## config.mk

```make
export PLATFORM = sky130hd
export DESIGN_NAME = lcd_rgb_timing_gen
export DESIGN_NICKNAME = d
export VERILOG_FILES = /design/src/rtl/lcd_rgb_timing_gen.sv
export SDC_FILE = /design/constraint.sdc
export NUM_CORES = 1
export LEC_CHECK = 0
export BUFFER_PORTS_ARGS = -buffer_cell sky130_fd_sc_hd__buf_4
export CAP_MARGIN = 20
export CORE_MARGIN = 2
export CORE_UTILIZATION = 55
export CTS_CLUSTER_SIZE = 20
export DETAILED_ROUTE_END_ITERATION = 16
export PLACE_DENSITY = 0.86
export SYNTH_ARGS = -nofsm -noshare
export SYNTH_HDL_FRONTEND = slang
export SYNTH_SLANG_ARGS = --single-unit
```

## constraint.sdc

```tcl
create_clock -name oscout -period 3.9 [get_ports oscout]
set_input_delay 0.585 -clock oscout [delete_from_list [all_inputs] [get_ports oscout]]
set_output_delay 0.585 -clock oscout [all_outputs]
set_load 0.02 [all_outputs]
```

## src/rtl/lcd_rgb_timing_gen.sv

```systemverilog
// RGB parallel-LCD timing and test-pattern generator (HS/VS/DE, colour bar, gradient, checker, external).
// Define LCD_GEN_FRAME_CNT_EN to add the frame_cnt output and scrolling gradient/checker patterns.
module lcd_rgb_timing_gen #(
   parameter int H_ACTIVE = 800,
   parameter int H_FP     = 210,
   parameter int H_SYNC   = 1,
   parameter int H_BP     = 182,
   parameter int V_ACTIVE = 480,
   parameter int V_FP     = 45,
   parameter int V_SYNC   = 1,
   parameter int V_BP     = 8,
   parameter bit HS_POL   = 1'b0,
   parameter bit VS_POL   = 1'b0,
   parameter int COLOR_W  = 6,
   parameter int CNT_W    = 12,
   parameter int CHK_LOG2 = 5
) (
   input  logic                 oscout,
   input  logic                 reset_n,
   input  logic [1:0]           mode,
   input  logic [3*COLOR_W-1:0] pix_in,
   output logic                 pix_req,
   output logic                 lcd_hs,
   output logic                 lcd_vs,
   output logic                 lcd_de,
   output logic [COLOR_W-1:0]   r_out,
   output logic [COLOR_W-1:0]   g_out,
   output logic [COLOR_W-1:0]   b_out,
   output logic [CNT_W-1:0]     pix_x,
   output logic [CNT_W-1:0]     pix_y,
`ifdef LCD_GEN_FRAME_CNT_EN
   output logic [7:0]           frame_cnt,
`endif
   output logic                 frame_start
);

   localparam int H_TOTAL = H_ACTIVE + H_FP + H_SYNC + H_BP;
   localparam int V_TOTAL = V_ACTIVE + V_FP + V_SYNC + V_BP;
   localparam int BAR_W   = H_ACTIVE / 8;

   localparam logic [CNT_W-1:0] H_LAST   = CNT_W'(H_TOTAL - 1);
   localparam logic [CNT_W-1:0] V_LAST   = CNT_W'(V_TOTAL - 1);
   localparam logic [CNT_W-1:0] H_ACT    = CNT_W'(H_ACTIVE);
   localparam logic [CNT_W-1:0] V_ACT    = CNT_W'(V_ACTIVE);
   localparam logic [CNT_W-1:0] HS_BEG   = CNT_W'(H_ACTIVE + H_FP);
   localparam logic [CNT_W-1:0] HS_END   = CNT_W'(H_ACTIVE + H_FP + H_SYNC);
   localparam logic [CNT_W-1:0] VS_BEG   = CNT_W'(V_ACTIVE + V_FP);
   localparam logic [CNT_W-1:0] VS_END   = CNT_W'(V_ACTIVE + V_FP + V_SYNC);
   localparam logic [CNT_W-1:0] BAR_WC   = CNT_W'(BAR_W);
   localparam logic [CNT_W-1:0] BAR_LAST = CNT_W'(7);

   logic [CNT_W-1:0]   h_cnt;
   logic [CNT_W-1:0]   v_cnt;
   logic [1:0]         mode_q;
   logic [1:0]         mode_eff;
   logic               first;
   logic               active;
   logic               hs_on;
   logic               vs_on;
   logic [CNT_W-1:0]   x_pat;
   logic [CNT_W-1:0]   bar_num;
   logic [2:0]         bar_idx;
   logic               chk;
   logic [COLOR_W-1:0] r_nxt;
   logic [COLOR_W-1:0] g_nxt;
   logic [COLOR_W-1:0] b_nxt;

   // Mode is taken live at (0,0) so the first pixel of a frame already uses the new mode.
   assign first    = (h_cnt == '0) && (v_cnt == '0);
   assign mode_eff = first ? mode : mode_q;
   assign active   = (h_cnt < H_ACT) && (v_cnt < V_ACT);
   assign hs_on    = (h_cnt >= HS_BEG) && (h_cnt < HS_END);
   assign vs_on    = (v_cnt >= VS_BEG) && (v_cnt < VS_END);
   assign pix_req  = active && (mode_eff == 2'd3);

`ifdef LCD_GEN_FRAME_CNT_EN
   logic [7:0] scroll;
   // At (0,0) frame_cnt is about to step, so use the value this frame will carry.
   assign scroll = first ? frame_cnt + 8'd1 : frame_cnt;
   assign x_pat  = h_cnt + CNT_W'(scroll);
`else
   assign x_pat  = h_cnt;
`endif

   assign bar_num = h_cnt / BAR_WC;
   assign bar_idx = (bar_num > BAR_LAST) ? 3'd7 : bar_num[2:0];
   assign chk     = x_pat[CHK_LOG2] ^ v_cnt[CHK_LOG2];

   always_comb begin
      r_nxt = '0;
      g_nxt = '0;
      b_nxt = '0;
      if (active) begin
         unique case (mode_eff)
            2'd0: begin
               r_nxt = {COLOR_W{~bar_idx[1]}};
               g_nxt = {COLOR_W{~bar_idx[2]}};
               b_nxt = {COLOR_W{~bar_idx[0]}};
            end
            2'd1: begin
               r_nxt = x_pat[COLOR_W-1:0];
               g_nxt = v_cnt[COLOR_W-1:0];
               b_nxt = ~x_pat[COLOR_W-1:0];
            end
            2'd2: begin
               r_nxt = {COLOR_W{~chk}};
               g_nxt = {COLOR_W{~chk}};
               b_nxt = {COLOR_W{~chk}};
            end
            default: {r_nxt, g_nxt, b_nxt} = pix_in;
         endcase
      end
   end

   always_ff @(posedge oscout) begin
      if (!reset_n) begin
         h_cnt       <= '0;
         v_cnt       <= '0;
         mode_q      <= 2'd0;
         lcd_de      <= 1'b0;
         lcd_hs      <= ~HS_POL;
         lcd_vs      <= ~VS_POL;
         r_out       <= '0;
         g_out       <= '0;
         b_out       <= '0;
         pix_x       <= '0;
         pix_y       <= '0;
         frame_start <= 1'b0;
`ifdef LCD_GEN_FRAME_CNT_EN
         frame_cnt   <= 8'd0;
`endif
      end else begin
         mode_q <= mode_eff;
         if (h_cnt == H_LAST) begin
            h_cnt <= '0;
            v_cnt <= (v_cnt == V_LAST) ? '0 : v_cnt + CNT_W'(1);
         end else begin
            h_cnt <= h_cnt + CNT_W'(1);
         end
         lcd_de      <= active;
         lcd_hs      <= hs_on ? HS_POL : ~HS_POL;
         lcd_vs      <= vs_on ? VS_POL : ~VS_POL;
         r_out       <= r_nxt;
         g_out       <= g_nxt;
         b_out       <= b_nxt;
         pix_x       <= h_cnt;
         pix_y       <= v_cnt;
         frame_start <= first;
`ifdef LCD_GEN_FRAME_CNT_EN
         if (first) frame_cnt <= frame_cnt + 8'd1;
`endif
      end
   end

endmodule

```

# Word level (Yosys, flattened, before mapping)
# Index checks and enable logic that the tools add are counted.
[op_classes]
multipliers = 0
n_reduce_logical = 10
n_mux = 8
addsub = 2
n_div = 1
n_eq_ne = 5
n_bitwise = 7
magnitude_cmp = 7
n_shift = 0
[op_table]
columns = ["op", "n"]
rows = [
  ["$pmux W6 S3", 3],
  ["$lt A12 B10 Y1 const B", 3],
  ["$add A12 B1 Y12 const B", 2],
  ["$ge A12 B10 Y1 const B", 2],
  ["$logic_not A12 Y1", 2],
  ["$div A12 B7 Y12 const B", 1],
  ["$eq A12 B10 Y1 const B", 1],
  ["$eq A12 B11 Y1 const B", 1],
  ["$gt A12 B3 Y1 const B", 1],
  ["$lt A12 B9 Y1 const B", 1],
  ["$mux W12", 1],
  ["$not A6 Y6", 1],
  ["$logic_and A1 B1 Y1", 5],
  ["$not A1 Y1", 5],
  ["$eq A2 B2 Y1 const B", 2],
  ["$mux W3", 1],
  ["$eq A2 B1 Y1 const B", 1],
  ["$logic_not A2 Y1", 1],
  ["$mux W1", 2],
  ["$mux W2", 1],
  ["$reduce_and A2 Y1", 1],
  ["$reduce_or A2 Y1", 1],
  ["$xor A1 B1 Y1", 1],
]
[word_totals]
ram_bits = 0
regBits = 72
romBits = 0
mem_count = 0
latch_bits = 0
elab_cells = 52

# Depth between registers and ports, before layout
# Gate-level depths: netlist of the first run.
[logic_depth]
depth_word = 5
ltp_mapped = 15

# Worst setup path after synthesis of the first run
# OpenSTA, ideal clock, no wires.
[synth_path]
kind = "register to register"
start = "register h_cnt[10]"
end = "register b_out[0]"
period_less_slack_ps = 3131
path_stages_with_launch = 16
t_arrival_ps = 3013
required_time_ps = 3781
path_buffers = 3
setup_slack_ps = 769
cell_sequence = "dfxtp_1 -> buf_6 -> buf_6 -> a2111o_1 -> o211ai_1 -> a32oi_1 -> a211o_1 -> o31ai_1 -> o21ba_1 -> buf_6 -> nor3b_1 -> or3_4 -> o21ba_1 -> a221oi_2 -> o31ai_4 -> o221a_1"
[synth_via]
elab_chain_cells = 5
elab_cells_between_ends = 14
cone_classes = "div: 1; order compare: 2; eq/ne: 2; mux: 3; bitwise: 1; reduce/logical: 5"
[synth_rtl]
columns = ["element", "line_no", "source"]
rows = [
  ["from (decl)", "52", "logic [CNT_W-1:0] h_cnt;"],
  ["from (signal assigned)", "138", "h_cnt <= h_cnt + CNT_W'(1);"],
  ["$div A12 B7 Y12 / $logic_not A12 Y1 (equally long branches)", "85, 69", ""],
  ["$gt A12 B3 Y1 / $logic_and A1 B1 Y1 (equally long branches)", "86, 69", ""],
  ["$mux W3 / $mux W2 (equally long branches)", "86, 70", ""],
  ["$not A1 Y1, or another cell as far along", "98", "b_nxt = {COLOR_W{~bar_idx[0]}};"],
  ["$pmux W6 S3", "94", "unique case (mode_eff)"],
  ["to (signal assigned)", "145", "b_out <= b_nxt;"],
  ["to (decl)", "28", "output logic [COLOR_W-1:0] b_out,"],
]
# Parallel ways exist; a longest one is shown, timed or not.
# A chain may end at the register's enable or synchronous reset.

# Worst setup path after layout of the first run
[layout_path]
start = "register h_cnt[7]"
end = "register b_out[5]"
# Same word-level chain as after synthesis.

==> results of run 1 <==
-- critical path, cell delays in order, from the launching register on --
cell and delay [ns]:
dfxtp_1 0.41, nor3_1 0.31, o21ai_0 0.18, o211ai_2 0.33, a211oi_1 0.14, a211oi_2 0.40, o21ba_1 0.37, nor3_1 0.09
or3_4 0.41, o21ba_1 0.22, a221oi_2 0.29, o31ai_4 0.14, o221a_1 0.25
-- layout by cell type, fill, tap and decap left out, drive strengths merged, types with 10 or more instances in the layout --
| cell | netlist | routed |
|---|---|---|
| nor2 | 67 | 67 |
| dfxtp | 72 | 72 |
| nand2 | 22 | 22 |
| inv | 9 | 10 |
| a21oi | 29 | 29 |
| xor2 | 12 | 12 |
| buf | 10 | 75 |
| and2 | 23 | 23 |
| o21ai | 27 | 27 |
-- final timing paths --
kind | start | to | slack [ns] | cells after the start
worst min-delay path | pix_in[14] | r_out[2] | 0.49 | 3
worst max register to register | h_cnt[7] | b_out[5] | 0.26 | 12
worst max-delay path | h_cnt[7] | b_out[5] | 0.26 | 12
worst min register to register | v_cnt[7] | pix_y[7] | 0.52 | 1
-- metrics by stage --
stage	hold slack [ns]	utilization, %	instance area (µm²)
floorplan	0.465	-	3560
detailed placement	0.506	64.7	4090
global route	0.499	67.9	4290
CTS	0.481	67.8	4280
finish	0.487	67.9	4290
global placement	0.501	64.7	4090
-- sequential cells by signal, indices dropped and copies added, names as in the netlist --
signal	count
v_cnt	12
pix_x	12
g_out	6
mode_q	2
lcd_vs	1
pix_y	12
b_out	6
frame_start	1
h_cnt	12
r_out	6
lcd_de	1
lcd_hs	1
-- power by group --
group | internal [µW] | switching, µW | leakage [µW] | total [µW]
sequential | 776 | 16.6 | 0.000590 | 792
clock | 295 | 280 | 0.0000916 | 575
combinational | 106 | 146 | 0.00110 | 252
-- layout make-up --
type                       instances  share of cell area [%]
inverter                          10                   0.875
clock inverter                     7                    1.66
tap                               77                    2.25
sequential                        72                    33.8
multi-input combinational        308                    45.4
timing repair buffer              75                    13.1
clock buffer                       9                    2.89
-- per-layer routing --
| metal | up-vias | track usage (%) | part of all wire, % |
|---|---|---|---|
| li1 | 1594 | - | - |
| met5 | - | 0 | 0 |
| met2 | 129 | 41.6 | 50 |
| met4 | 0 | 9.67 | 2.0 |
| met1 | 1543 | 30.7 | 42 |
| met3 | 18 | 4.33 | 5.6 |
-- cells by family (layout without fill, tap and decap cells) --
group,count (synthesis),in the layout
xor gates and xnor gates,20,20
DFF,72,72
and+or+nand+nor,169,169
muxes,6,6
AOI/OAI and AO/OA,107,107
buffers and inverters,35,101
adders and majority gates,6,6
==> reports/qor.yml, run 1 <==
layout:
  instances_no_fill: 558
  drive_gt1_share_pct: 24.3
  area_delta_synth_final_pct: 20.3
  nets: 503
  fill_cells: 497
  register_area_um2: 1450
  multiInputGateArea_um2: 1950
  antenna_cells: 0
synth:
  yosysTopAreaCell: "dfxtp_1"
  ys_ff_latch: 72
  synthesis.nets: 442
  synthArstFlopShare_pct: 0
  synth_top_cells_by_count: "dfxtp_1, nor2_1, a21oi_1"
  syn_inst: 415
  synth_warnings: 0
  yosysMostFrequentCell: "dfxtp_1"
  synth.top_cell.area_share_pct: 40.4
  synth_fa_ha_area_share_pct: 2.04
  syn-cell-area_um2: 3560
  synth_area_per_cell_um2: 8.59
  seq_area_frac_synth_pct: 40.4
  synth_simple_gate_area_share_pct: 23.4
  synth_flop_cell: "dfxtp_1"
  synth_top_family_by_area: "simple AND/OR/NAND/NOR gates"
  synth_compound_area_share_pct: 22.5
  yosysUniqueCellTypes: 65
  synth_edf_count: 0
  synth_xor_area_share_pct: 4.92
  synth.area.top_cells: "dfxtp_1, nor2_1, and2_1, a21oi_1, o21ai_0"
  synth_mux_area_share_pct: 1.79
placed_design:
  pre_cts_slack_ns: 0.161
  portBuffers: 68
  gp_congestion: 0.980
  dpl.cell_count: 542
  hpwl_mm: 6.42
sta:
  max_slew_margin_pct: 34.6
  setup-tns-final_ns: 0
  fin_crit_ns: 3.64
  min_period_over_period_pct: 93.5
  max_freq_mhz: 274
  fin_ws_ns: 0.255
  slew_viol_final: 0
  finalHoldViolations: 0
  rsz0062_at_grt: "no"
  setup_viol: 0
  fin_skew_ns: 0.00900
  tightest_slew_ns: 0.978
floorplan:
  start_util_pct: 56.4
  ioPinCount: 69
  die_y_um: 84.5
  coreArea_um2: 6310
  die_area_um2: 7140
  rows: 29
  die_w_um: 84.5
clocking:
  clk_pin_slew_ns: 0.08
  cts_tree: "built"
  cts.sinks: 72
  cts_setup_buffers: 0
  clk_latency_ns: 0.35
  clk_path_buf_depth: 2
  cts_resized: 0
  clockRootBuffer: "clkbuf_8"
  numCtsBuffers: 9
  ctsHoldBuffers: 0
  h-tree-depth: 3
power_and_ir_drop:
  leakagePower_uw: 0.00178
  power_uw: 1620
  ir_drop_v: 0.000338
  cellPowerDensity_nw_per_um2: 378
route:
  drtIter0Drc: 213
  viasPerCell: 5.89
  via_count: 3284
  post_drt_wl_per_cell_um: 15.7
  drtPass1Iterations: 5
  postRouteAntennaNets: 0
  drt-total-wl_mm: 8.78
  drc: 0
global_route:
  grt_pass1_wl_mm: 14.2
  antenna_found_initial: 0
  grt_max_degree: 21
  grt_pass1_vias: 3015
  grt_use_total_pct: 24.4
  grt_overflow: 0
run:
  max_cap_violations: 0
setup_path:
  required_ns: 4.14
  crit_type: "reg -> reg"
  setup.worst_path.start_class: "register"
  critPathMaxFanout: 9
  endpoint_kind: "register"
  cp.arrival_ns: 3.88
outcome:
  status: "completed"
hold_path:
  hold_path_class: "in -> reg"
(Power assumes the default switching activity.)
==> inputs of run 2 (changes only) <==
==> config.mk (replaced) <==
export PLATFORM = sky130hd
export DESIGN_NAME = lcd_rgb_timing_gen
export DESIGN_NICKNAME = d
export VERILOG_FILES = /design/src/rtl/lcd_rgb_timing_gen.sv
export SDC_FILE = /design/constraint.sdc
export NUM_CORES = 1
export LEC_CHECK = 0
export CAP_MARGIN = 20
export CORE_MARGIN = 2
export CORE_UTILIZATION = 60
export CTS_CLUSTER_SIZE = 20
export DETAILED_ROUTE_END_ITERATION = 16
export DONT_BUFFER_PORTS = 1
export PLACE_DENSITY = 0.83
export SYNTH_ARGS = -nofsm -noshare
export SYNTH_HDL_FRONTEND = slang
export SYNTH_SLANG_ARGS = --single-unit
==> reports/qor.yml, run 2 (same netlist as run 1, synthesis figures left out) <==
outcome:
  status: "completed"  # unchanged
setup_path:
  critPathMaxFanout: 12  # was 9
  required_ns: 4.19  # was 4.14 ns
  cp-startpoint: "h_cnt[7]"  # unchanged
  setup.worst_path.start_class: "register"  # unchanged
  crit_type: "reg -> reg"  # unchanged
  r2r-start: "h_cnt[7]"  # unchanged
  cp.arrival_ns: 3.95  # was 3.88 ns
  r2r_cells: 11  # was 12
  endpoint_kind: "register"  # unchanged
clocking:
  cts_tree: "built"  # unchanged
  cts_setup_buffers: 0  # unchanged
  clk_pin_slew_ns: 0.08  # about the same
  numCtsBuffers: 9  # unchanged
  h-tree-depth: 3  # unchanged
  clk_path_buf_depth: 2  # unchanged
  ctsHoldBuffers: 0  # unchanged
  clockRootBuffer: "clkbuf_8"  # unchanged
  cts.sinks: 72  # unchanged
  clk_latency_ns: 0.35  # about the same
  cts_resized: 0  # unchanged
layout:
  final_common_cell: "dfxtp_1"  # was buf_4
  final_area_um2: 3820  # was 4290 µm²
  instances_no_fill: 490  # was 558
  mostFrequentLayoutCells: "dfxtp_1, nor2_1, a21oi_1, o21ai_0, and2_1"  # was buf_4, dfxtp_1, nor2_1, a21oi_1, o21ai_0
  drive_gt1_share_pct: 12.3  # was 24.3%
  area_delta_synth_final_pct: 7.27  # was 20.3%
  antenna_cells: 0  # unchanged
  nets: 437  # was 503
floorplan:
  coreArea_um2: 5820  # was 6310 µm²
  start_util_pct: 61.3  # was 56.4%
  die_area_um2: 6570  # was 7140 µm²
  rows: 28  # was 29
  die_y_um: 81.1  # was 84.5 µm
  ioPinCount: 69  # unchanged
  die_w_um: 81.1  # was 84.5 µm
sta:
  fin_crit_ns: 3.66  # was 3.64 ns
  tightest_slew_ns: 0.986  # was 0.978 ns
  setup_viol: 0  # unchanged
  max_slew_margin_pct: 34.0  # was 34.6%
  max_freq_mhz: 273  # was 274 MHz
  setup-tns-final_ns: 0  # unchanged
  slew_viol_final: 0  # unchanged
  finalHoldViolations: 0  # unchanged
  fin_ws_ns: 0.243  # was 0.255 ns
  rsz0062_at_grt: "no"  # unchanged
  fin_skew_ns: 0.00989  # was 0.00900 ns
  min_period_over_period_pct: 93.8  # was 93.5%
run:
  max_cap_violations: 0  # unchanged
placed_design:
  gp_congestion: 0.914  # was 0.980
  pre_cts_slack_ns: 0.127  # was 0.161 ns
  dpl.cell_count: 474  # was 542
  hpwl_mm: 5.98  # was 6.42 mm
  portBuffers: 0  # was 68
  dpl_cell_area_um2: 3590  # was 4090 µm²
route:
  drtIter0Drc: 231  # was 213
  drtPass1Iterations: 5  # unchanged
  drt-total-wl_mm: 8.68  # was 8.78 mm
  via_count: 3089  # was 3284
  wl_met1_mm: 3.66  # was 3.69 mm
  post_drt_wl_per_cell_um: 17.7  # was 15.7 µm
  highest_layer: "met4"  # unchanged
  viasPerCell: 6.30  # was 5.89
  drc: 0  # unchanged
  postRouteAntennaNets: 0  # unchanged
  dr_wl_met2_mm: 4.26  # was 4.42 mm
  wl_met3_um: 590  # was 490 µm
hold_path:
  hold_path_class: "in -> reg"  # unchanged
  hold_start: "reset_n"  # was pix_in[14]
  worst_hold_path.num_cells: 1  # was 3
power_and_ir_drop:
  ir_drop_v: 0.000319  # was 0.000338 V
  cellPowerDensity_nw_per_um2: 429  # was 378 nW/µm²
  leakagePower_uw: 0.00146  # was 0.00178 µW
  power_uw: 1640  # was 1620 µW
global_route:
  grt_pass1_wl_mm: 13.8  # was 14.2 mm
  grt_overflow: 0  # unchanged
  grt_max_degree: 21  # unchanged
  grt_pass1_vias: 2797  # was 3015
  grt_use_total_pct: 27.1  # was 24.4%
  antenna_found_initial: 0  # unchanged
-- run 2: through the flow --
step / utilization, % / hold slack, ns
2_1_floorplan: - / 0.465
3_3_place_gp: 61.7 / 0.504
3_5_place_dp: 61.7 / 0.514
4_1_cts: 65.6 / 0.342
5_1_grt: 65.7 / 0.345
6_report: 65.7 / 0.364
-- run 2: path summary, 6_finish.rpt --
check                            endpoint  slack, ns
worst max-delay path             b_out[1]       0.24
worst min-delay path            mode_q[1]       0.36
worst max register to register   b_out[1]       0.24
worst min register to register  pix_y[11]       0.53
-- run 2: power by group --
group          internal, µW  switching (µW)
Combinational          48.3            79.3
Clock                   368             304
Sequential              776            66.2
-- run 2: final cells by class --
| type | instances | area (µm²) |
|---|---|---|
| clock buffers | 9 | 124 |
| clock inverters | 7 | 104 |
| fillers | 477 | 1990 |
| inverters | 10 | 37.5 |
| multi-input cells | 308 | 1950 |
| flip-flops and latches | 72 | 1450 |
| well taps | 75 | 93.8 |
| repair buffers | 9 | 67.6 |
-- run 2: per-layer routing --
metal,vias to the layer above,GRT usage [%]
met4,0,12.4
met5,-,0
met3,16,6.67
met2,146,44.0
li1,1461,-
met1,1466,34.1
-- run 2: critical path, stage by stage, from the launching register on --
cell and delay, ns:
dfxtp_1 0.59, nor2_2 0.14, o32a_1 0.38, o211ai_2 0.14
a211oi_1 0.12, a211oi_2 0.38, o21ba_1 0.38, xnor2_1 0.18
o32ai_4 0.33, mux2_2 0.41, o31ai_4 0.29, o221a_1 0.25
